### src/rtl/usb1_pkg.sv
// -----------------------------------------------------------------------------
// usb1_pkg
// Shared constants and types for the USB 1.1 endpoint data path.
//   USB1_EP_DW : endpoint FIFO data width (one byte)
//   USB1_EP_AW : endpoint FIFO address width (depth = 2**USB1_EP_AW)
//   ep_level_t : FIFO occupancy, wide enough to hold 0..2**USB1_EP_AW
// -----------------------------------------------------------------------------
package usb1_pkg;

    localparam int USB1_EP_DW = 8;
    localparam int USB1_EP_AW = 6;

    typedef logic [USB1_EP_AW:0] ep_level_t;

endpackage : usb1_pkg

### src/rtl/usb1_ep_ram.sv
// -----------------------------------------------------------------------------
// usb1_ep_ram
// Simple dual-port storage for the endpoint FIFO: one write port and one
// registered read port, 2**AW x DW. Written so that it maps onto block RAM
// with an output register.
// Ports:
//   clk_i     in  1   clock, rising edge
//   we_i      in  1   write strobe
//   waddr_i   in  AW  write address
//   wdata_i   in  DW  write data
//   re_i      in  1   read strobe; loads the output register
//   raddr_i   in  AW  read address
//   rd_rst_i  in  1   synchronous clear of the output register only
//   rdata_o   out DW  registered read data
// -----------------------------------------------------------------------------
module usb1_ep_ram
    import usb1_pkg::*;
#(
    parameter int DW = USB1_EP_DW,
    parameter int AW = USB1_EP_AW
) (
    input  logic          clk_i,
    input  logic          we_i,
    input  logic [AW-1:0] waddr_i,
    input  logic [DW-1:0] wdata_i,
    input  logic          re_i,
    input  logic [AW-1:0] raddr_i,
    input  logic          rd_rst_i,
    output logic [DW-1:0] rdata_o
);

    logic [DW-1:0] mem_q [2**AW];
    logic [DW-1:0] rdata_q;

    // Storage array is never reset; stale contents are unreachable once the
    // pointers are cleared.
    always_ff @(posedge clk_i) begin
        if (we_i) begin
            mem_q[waddr_i] <= wdata_i;
        end
    end

    // Output register: holds its value between reads, clearable so the
    // FIFO's read data comes out of reset/flush as zero.
    always_ff @(posedge clk_i) begin
        if (rd_rst_i) begin
            rdata_q <= '0;
        end else if (re_i) begin
            rdata_q <= mem_q[raddr_i];
        end
    end

    assign rdata_o = rdata_q;

endmodule : usb1_ep_ram

### src/rtl/usb1_ep_fifo.sv
// -----------------------------------------------------------------------------
// usb1_ep_fifo
// Byte-wide synchronous endpoint FIFO sitting between the USB core endpoint
// port and the application. Registered read (data appears the cycle after an
// accepted read), occupancy count, sticky overflow/underflow flags and a
// registered packet-ready flag used by the core's buffer-fill logic.
// Ports:
//   clk_i      in  1     clock, rising edge
//   rst_i      in  1     synchronous active-high reset
//   clr        in  1     synchronous flush (pointers, count, flags, dout)
//   din        in  DW    write data
//   we         in  1     write enable (accepted when not full)
//   full       out 1     level == 2**AW
//   dout       out DW    read data, valid the cycle after an accepted read
//   re         in  1     read enable (accepted when not empty)
//   empty      out 1     level == 0
//   level      out AW+1  occupancy 0..2**AW
//   bf_thresh  in  AW+1  packet-ready threshold in bytes, 0 disables
//   pkt_rdy    out 1     bf_thresh != 0 && level >= bf_thresh (registered)
//   ovf        out 1     sticky: write attempted while full
//   unf        out 1     sticky: read attempted while empty
// -----------------------------------------------------------------------------
module usb1_ep_fifo
    import usb1_pkg::*;
#(
    parameter int DW = USB1_EP_DW,
    parameter int AW = USB1_EP_AW
) (
    input  logic          clk_i,
    input  logic          rst_i,
    input  logic          clr,
    input  logic [DW-1:0] din,
    input  logic          we,
    output logic          full,
    output logic [DW-1:0] dout,
    input  logic          re,
    output logic          empty,
    output logic [AW:0]   level,
    input  logic [AW:0]   bf_thresh,
    output logic          pkt_rdy,
    output logic          ovf,
    output logic          unf
);

    localparam logic [AW:0]   DEPTH   = {1'b1, {AW{1'b0}}};
    localparam logic [AW-1:0] PTR_ONE = {{(AW-1){1'b0}}, 1'b1};

    logic [AW-1:0] wr_ptr_q, wr_ptr_d;
    logic [AW-1:0] rd_ptr_q, rd_ptr_d;
    logic [AW:0]   level_q,  level_d;
    logic          ovf_q,    ovf_d;
    logic          unf_q,    unf_d;
    logic          pkt_rdy_q, pkt_rdy_d;

    logic          flush;
    logic          full_w;
    logic          empty_w;
    logic          wr_acc;
    logic          rd_acc;

    function automatic logic thresh_hit(input logic [AW:0] lvl,
                                        input logic [AW:0] th);
        return (th != '0) && (lvl >= th);
    endfunction

    // Status is decoded from the registered count only, so nothing on the
    // output side depends combinationally on we/re.
    assign full_w  = (level_q == DEPTH);
    assign empty_w = (level_q == '0);
    assign flush   = rst_i || clr;

    always_comb begin
        wr_ptr_d  = wr_ptr_q;
        rd_ptr_d  = rd_ptr_q;
        level_d   = level_q;
        ovf_d     = ovf_q;
        unf_d     = unf_q;
        pkt_rdy_d = pkt_rdy_q;
        wr_acc    = 1'b0;
        rd_acc    = 1'b0;

        if (flush) begin
            wr_ptr_d  = '0;
            rd_ptr_d  = '0;
            level_d   = '0;
            ovf_d     = 1'b0;
            unf_d     = 1'b0;
            pkt_rdy_d = 1'b0;
        end else begin
            wr_acc = we && !full_w;
            rd_acc = re && !empty_w;

            if (we && full_w) begin
                ovf_d = 1'b1;
            end
            if (re && empty_w) begin
                unf_d = 1'b1;
            end

            if (wr_acc) begin
                wr_ptr_d = wr_ptr_q + PTR_ONE;
            end
            if (rd_acc) begin
                rd_ptr_d = rd_ptr_q + PTR_ONE;
            end

            level_d   = level_q + {{AW{1'b0}}, wr_acc} - {{AW{1'b0}}, rd_acc};
            // Evaluated on the next count so the flag moves in the same cycle
            // as level.
            pkt_rdy_d = thresh_hit(level_d, bf_thresh);
        end
    end

    always_ff @(posedge clk_i) begin
        if (rst_i) begin
            wr_ptr_q  <= '0;
            rd_ptr_q  <= '0;
            level_q   <= '0;
            ovf_q     <= 1'b0;
            unf_q     <= 1'b0;
            pkt_rdy_q <= 1'b0;
        end else begin
            wr_ptr_q  <= wr_ptr_d;
            rd_ptr_q  <= rd_ptr_d;
            level_q   <= level_d;
            ovf_q     <= ovf_d;
            unf_q     <= unf_d;
            pkt_rdy_q <= pkt_rdy_d;
        end
    end

    // wr_acc/rd_acc are already forced low during reset/flush, so a flush
    // never commits the write presented in the same cycle.
    usb1_ep_ram #(
        .DW (DW),
        .AW (AW)
    ) u_ram (
        .clk_i    (clk_i),
        .we_i     (wr_acc),
        .waddr_i  (wr_ptr_q),
        .wdata_i  (din),
        .re_i     (rd_acc),
        .raddr_i  (rd_ptr_q),
        .rd_rst_i (flush),
        .rdata_o  (dout)
    );

    assign full    = full_w;
    assign empty   = empty_w;
    assign level   = level_q;
    assign pkt_rdy = pkt_rdy_q;
    assign ovf     = ovf_q;
    assign unf     = unf_q;

endmodule : usb1_ep_fifo

### config.mk
export PLATFORM = sky130hd
export DESIGN_NAME = usb1_ep_fifo
export DESIGN_NICKNAME = d
export VERILOG_FILES = /design/src/rtl/usb1_pkg.sv /design/src/rtl/usb1_ep_ram.sv /design/src/rtl/usb1_ep_fifo.sv
export SDC_FILE = /design/constraint.sdc
export NUM_CORES = 1
export LEC_CHECK = 0
export ABC_AREA = 1
export ABC_CLOCK_PERIOD_IN_PS = 7700
export BUFFER_PORTS_ARGS = -buffer_cell sky130_fd_sc_hd__clkbuf_2
export CORE_UTILIZATION = 55
export DETAILED_ROUTE_END_ITERATION = 6
export PLACE_DENSITY_LB_ADDON = 0.1
export SYNTH_ARGS = -nofsm -noshare
export SYNTH_HDL_FRONTEND = slang
export SYNTH_SLANG_ARGS = --single-unit
### constraint.sdc
create_clock -name clk_i -period 7.7 [get_ports clk_i]
set_input_delay 0.385 -clock clk_i [delete_from_list [all_inputs] [get_ports clk_i]]
set_output_delay 0.385 -clock clk_i [all_outputs]
set_load 0.01 [all_outputs]
==> key figures <==
Global route
  – First-pass GRT wire length: 85600 µm
  – Initial antenna violation count: 0
  – Vias in the first global route: 14684
  – Largest net degree at the start of global routing: between 150 and 200
  – GRT Resource Usage Total: 27.1%
  – Overflow left after global routing: 0

Worst setup path
  – R2r endpoint: pkt_rdy
  – Crit Path Category: register to register
  – Crit. End Element: register
  – Worst-path fanout max: 6
  – CP Data Required Time: 8200 ps
  – Worst reg2reg path startpoint: level[2]
  – R2R Setup Slk: 3780 ps
  – WP data arrival: between 4000 and 5000 ps
  – CP Launch Type: register
  – Reg2Reg Depth: 26

STA
  – Post-Route Setup TNS: 0 ps
  – Fmax: 255 MHz
  – Final worst path period need: 3920 ps
  – Min setup slack post-route: 3780 ps
  – Worst Tran Pin Value: 1350 ps
  – Final Cycle Share: 50.9%
  – Final hold violation count: 0
  – Clk_skew: 16.2 ps
  – Relative slew slack: 9.35%
  – # setup viols final: 0
  – Unrepaired setup endpoints after global routing: false
  – Slew Limit Fails: 0

Placement
  – Worst slack, placed: 3830 ps
  – Dpl hpwl: approximately 33000 µm
  – Port Buffer Count: 39
  – Gpl congestion: 0.885

Yosys
  – Post-Synthesis Cells: 2190
  – Syn avg cell area: roughly 11 µm²
  – Sequential element share of the synthesized area: 69.4%
  – Largest area contributor in the netlist: edfxtp_1
  – Yosys reg bits: 542
  – Cell with the most instances after synthesis: nand2_1
  – Number of enable flip-flop cells after synthesis: 512
  – Post-synth top area share: 66.8%
  – Async SR Flop Fraction: 0%
  – Dominant cells by area after synthesis: edfxtp_1, nand2_1, nand3_1
  – Synth warnings: 0
  – Top FF cell, synth: edfxtp_1
  – Synthesized Nets: 2229
  – Cell Area, Synth: around 23000 µm²
  – Most common library cells after synthesis: nand2_1, edfxtp_1, nand3_1
  – Yosys cell types: 24

Routing
  – Routed WL: ~56000 µm
  – Metal2 WL: 25800 µm
  – Avg WL per Cell: 20.3 µm
  – Drt initial violations: 1622
  – Vias: 15343
  – M1 WL: 25100 µm
  – Drt via density: around 5.5
  – Detailed-route DRC error count: 2
  – Highest routing layer actually used: met4
  – Routed wl met3: between 3000 and 4000 µm
  – Antenna-violating nets left: 0
  – First-pass iteration count of the detailed router: 7

Clocking
  – Clk_lat worst skew: roughly 600 ps
  – Cts hold-fix bufs: 0
  – Setup repair bufs after CTS: 0
  – Num CTS Buffers: 55
  – Clock sinks: 542
  – Cts repair resizes: 0
  – CTS root buf: clkbuf_16
  – CTS tree: yes
  – # H-tree levels: 2
  – Clk buf depth: 3
  – Worst-path clk slew: 60 ps

Finish
  – ANT cells: 0
  – Multi-input logic area: ~5800 µm²
  – Fillcell total: 3318
  – Layout cells sized above 1: 6.51%
  – Final nets: 2237
  – Area Overhead vs Synth: 10.1%
  – Sequential cell area: ~16000 µm²
  – Final core utilization: 61.8%

Status
  – Failing checks: design-rule violations
  – Outcome: finished, violations left

Min path
  – Worst min-delay path category: input pin to register
  – Hold Crit Depth: 3
  – Hold endpoint: unf
  – Hold_sp: re

Floorplanning
  – Num rows: 74
  – Initial Util: a little under three fifths
  – Die H: just over 200 µm
  – Die area: 42700 µm²
  – Core Area: 41000 µm²
  – Die width: 207 µm
  – I/O pin total: 40

Power
  – Pleak: 9.80 nW
  – Power Density: roughly 280 nW/µm²
  – VDD IR max: 182 µV

Flow run
  – Max Cap Viol: 0
-- cells by family (layout without fill, tap and decap cells) --
group,Yosys count,count (layout),share of synthesized area [%]
compound gates,111,111,2.43
simple gates,1218,1218,21.6
buf+inv,296,347,5.32
xor+xnor,4,4,0.152
fa+ha+maj,19,19,1.07
flops,542,542,69.4
-- area by class of cell --
type	instances	share of cell area (%)
Clock inverter	33	1.35
Multi-Input combinational cell	1352	23.0
Clock buffer	67	5.78
Tap cell	532	2.63
Timing Repair Buffer	58	1.38
Sequential cell	542	63.1
Inverter	189	2.83
-- worst max-delay path by stage --
stage / to / startpoint / cells past startpoint
2_1_floorplan: pkt_rdy / level[2] / 26
6_report: pkt_rdy / level[2] / 26
3_5_place_dp: pkt_rdy / level[2] / 26
5_1_grt: pkt_rdy / level[2] / 26
3_3_place_gp: pkt_rdy / level[3] / 26
4_1_cts: pkt_rdy / level[2] / 26
-- worst max-delay path: stages (launching register included) --
cell	delay, ps
dfxtp_1	330
inv_1	80
ha_1	150
nor3b_1	240
nand3_1	140
nand2_1	200
inv_1	120
ha_1	300
inv_1	60
ha_1	150
inv_1	60
fa_1	410
nor2_1	180
o21ai_0	130
nand2_1	80
nand2_1	60
nand2_1	60
a21oi_1	70
xor2_1	170
inv_1	70
ha_1	310
nand2_1	100
inv_1	40
nand4_1	80
o2111ai_1	110
nand3_1	90
inv_1	40
-- cells in the final DEF (no fill, tap or decap), types with 18 or more instances in the layout --
cell       synthesis  routed
inv_1            185     185
a21oi_1           48      48
edfxtp_1         512     512
clkbuf_2           0      39
nor2_1           242     241
clkbuf_16          0      57
dfxtp_1           30      28
nand3_1          288     288
o21ai_0           62      62
nand2_1          671     671
buf_4              9      18
ha_1              18      18
-- metal layers --
metal / track usage, % / vias to the layer above
li1: - / 7327
met1: 39.9 / 7329
met2: 42.4 / 586
met3: 3.20 / 101
met4: 8.59 / 0
met5: 0 / -
-- power breakdown --
group	switching [mW]	internal [mW]
sequential	0.0398	3.25
clock	1.10	1.58
combinational	0.763	0.316
total	1.91	5.15
-- sequential cells by signal, summed over array words and instances (netlist names) --
| name | cells |
|---|---|
| u_ram.mem_q | 512 |
| u_ram.rdata_o | 8 |
| level | 7 |
| rd_ptr_q | 6 |
| wr_ptr_q | 6 |
| ovf | 1 |
| pkt_rdy | 1 |
| unf | 1 |
-- through the flow --
step	cell area [µm²]	hold slack, ps	std cells	power, mW
5_1_grt	25300	61.2	2773	7.33
4_1_cts	25300	35.8	2773	7.08
6_report	25300	59.4	2773	7.06
3_5_place_dp	23500	470	2673	4.42
2_1_floorplan	23000	484	2190	4.08
3_3_place_gp	23500	492	2673	4.41
No activity file was read; power rests on OpenSTA's default activity.
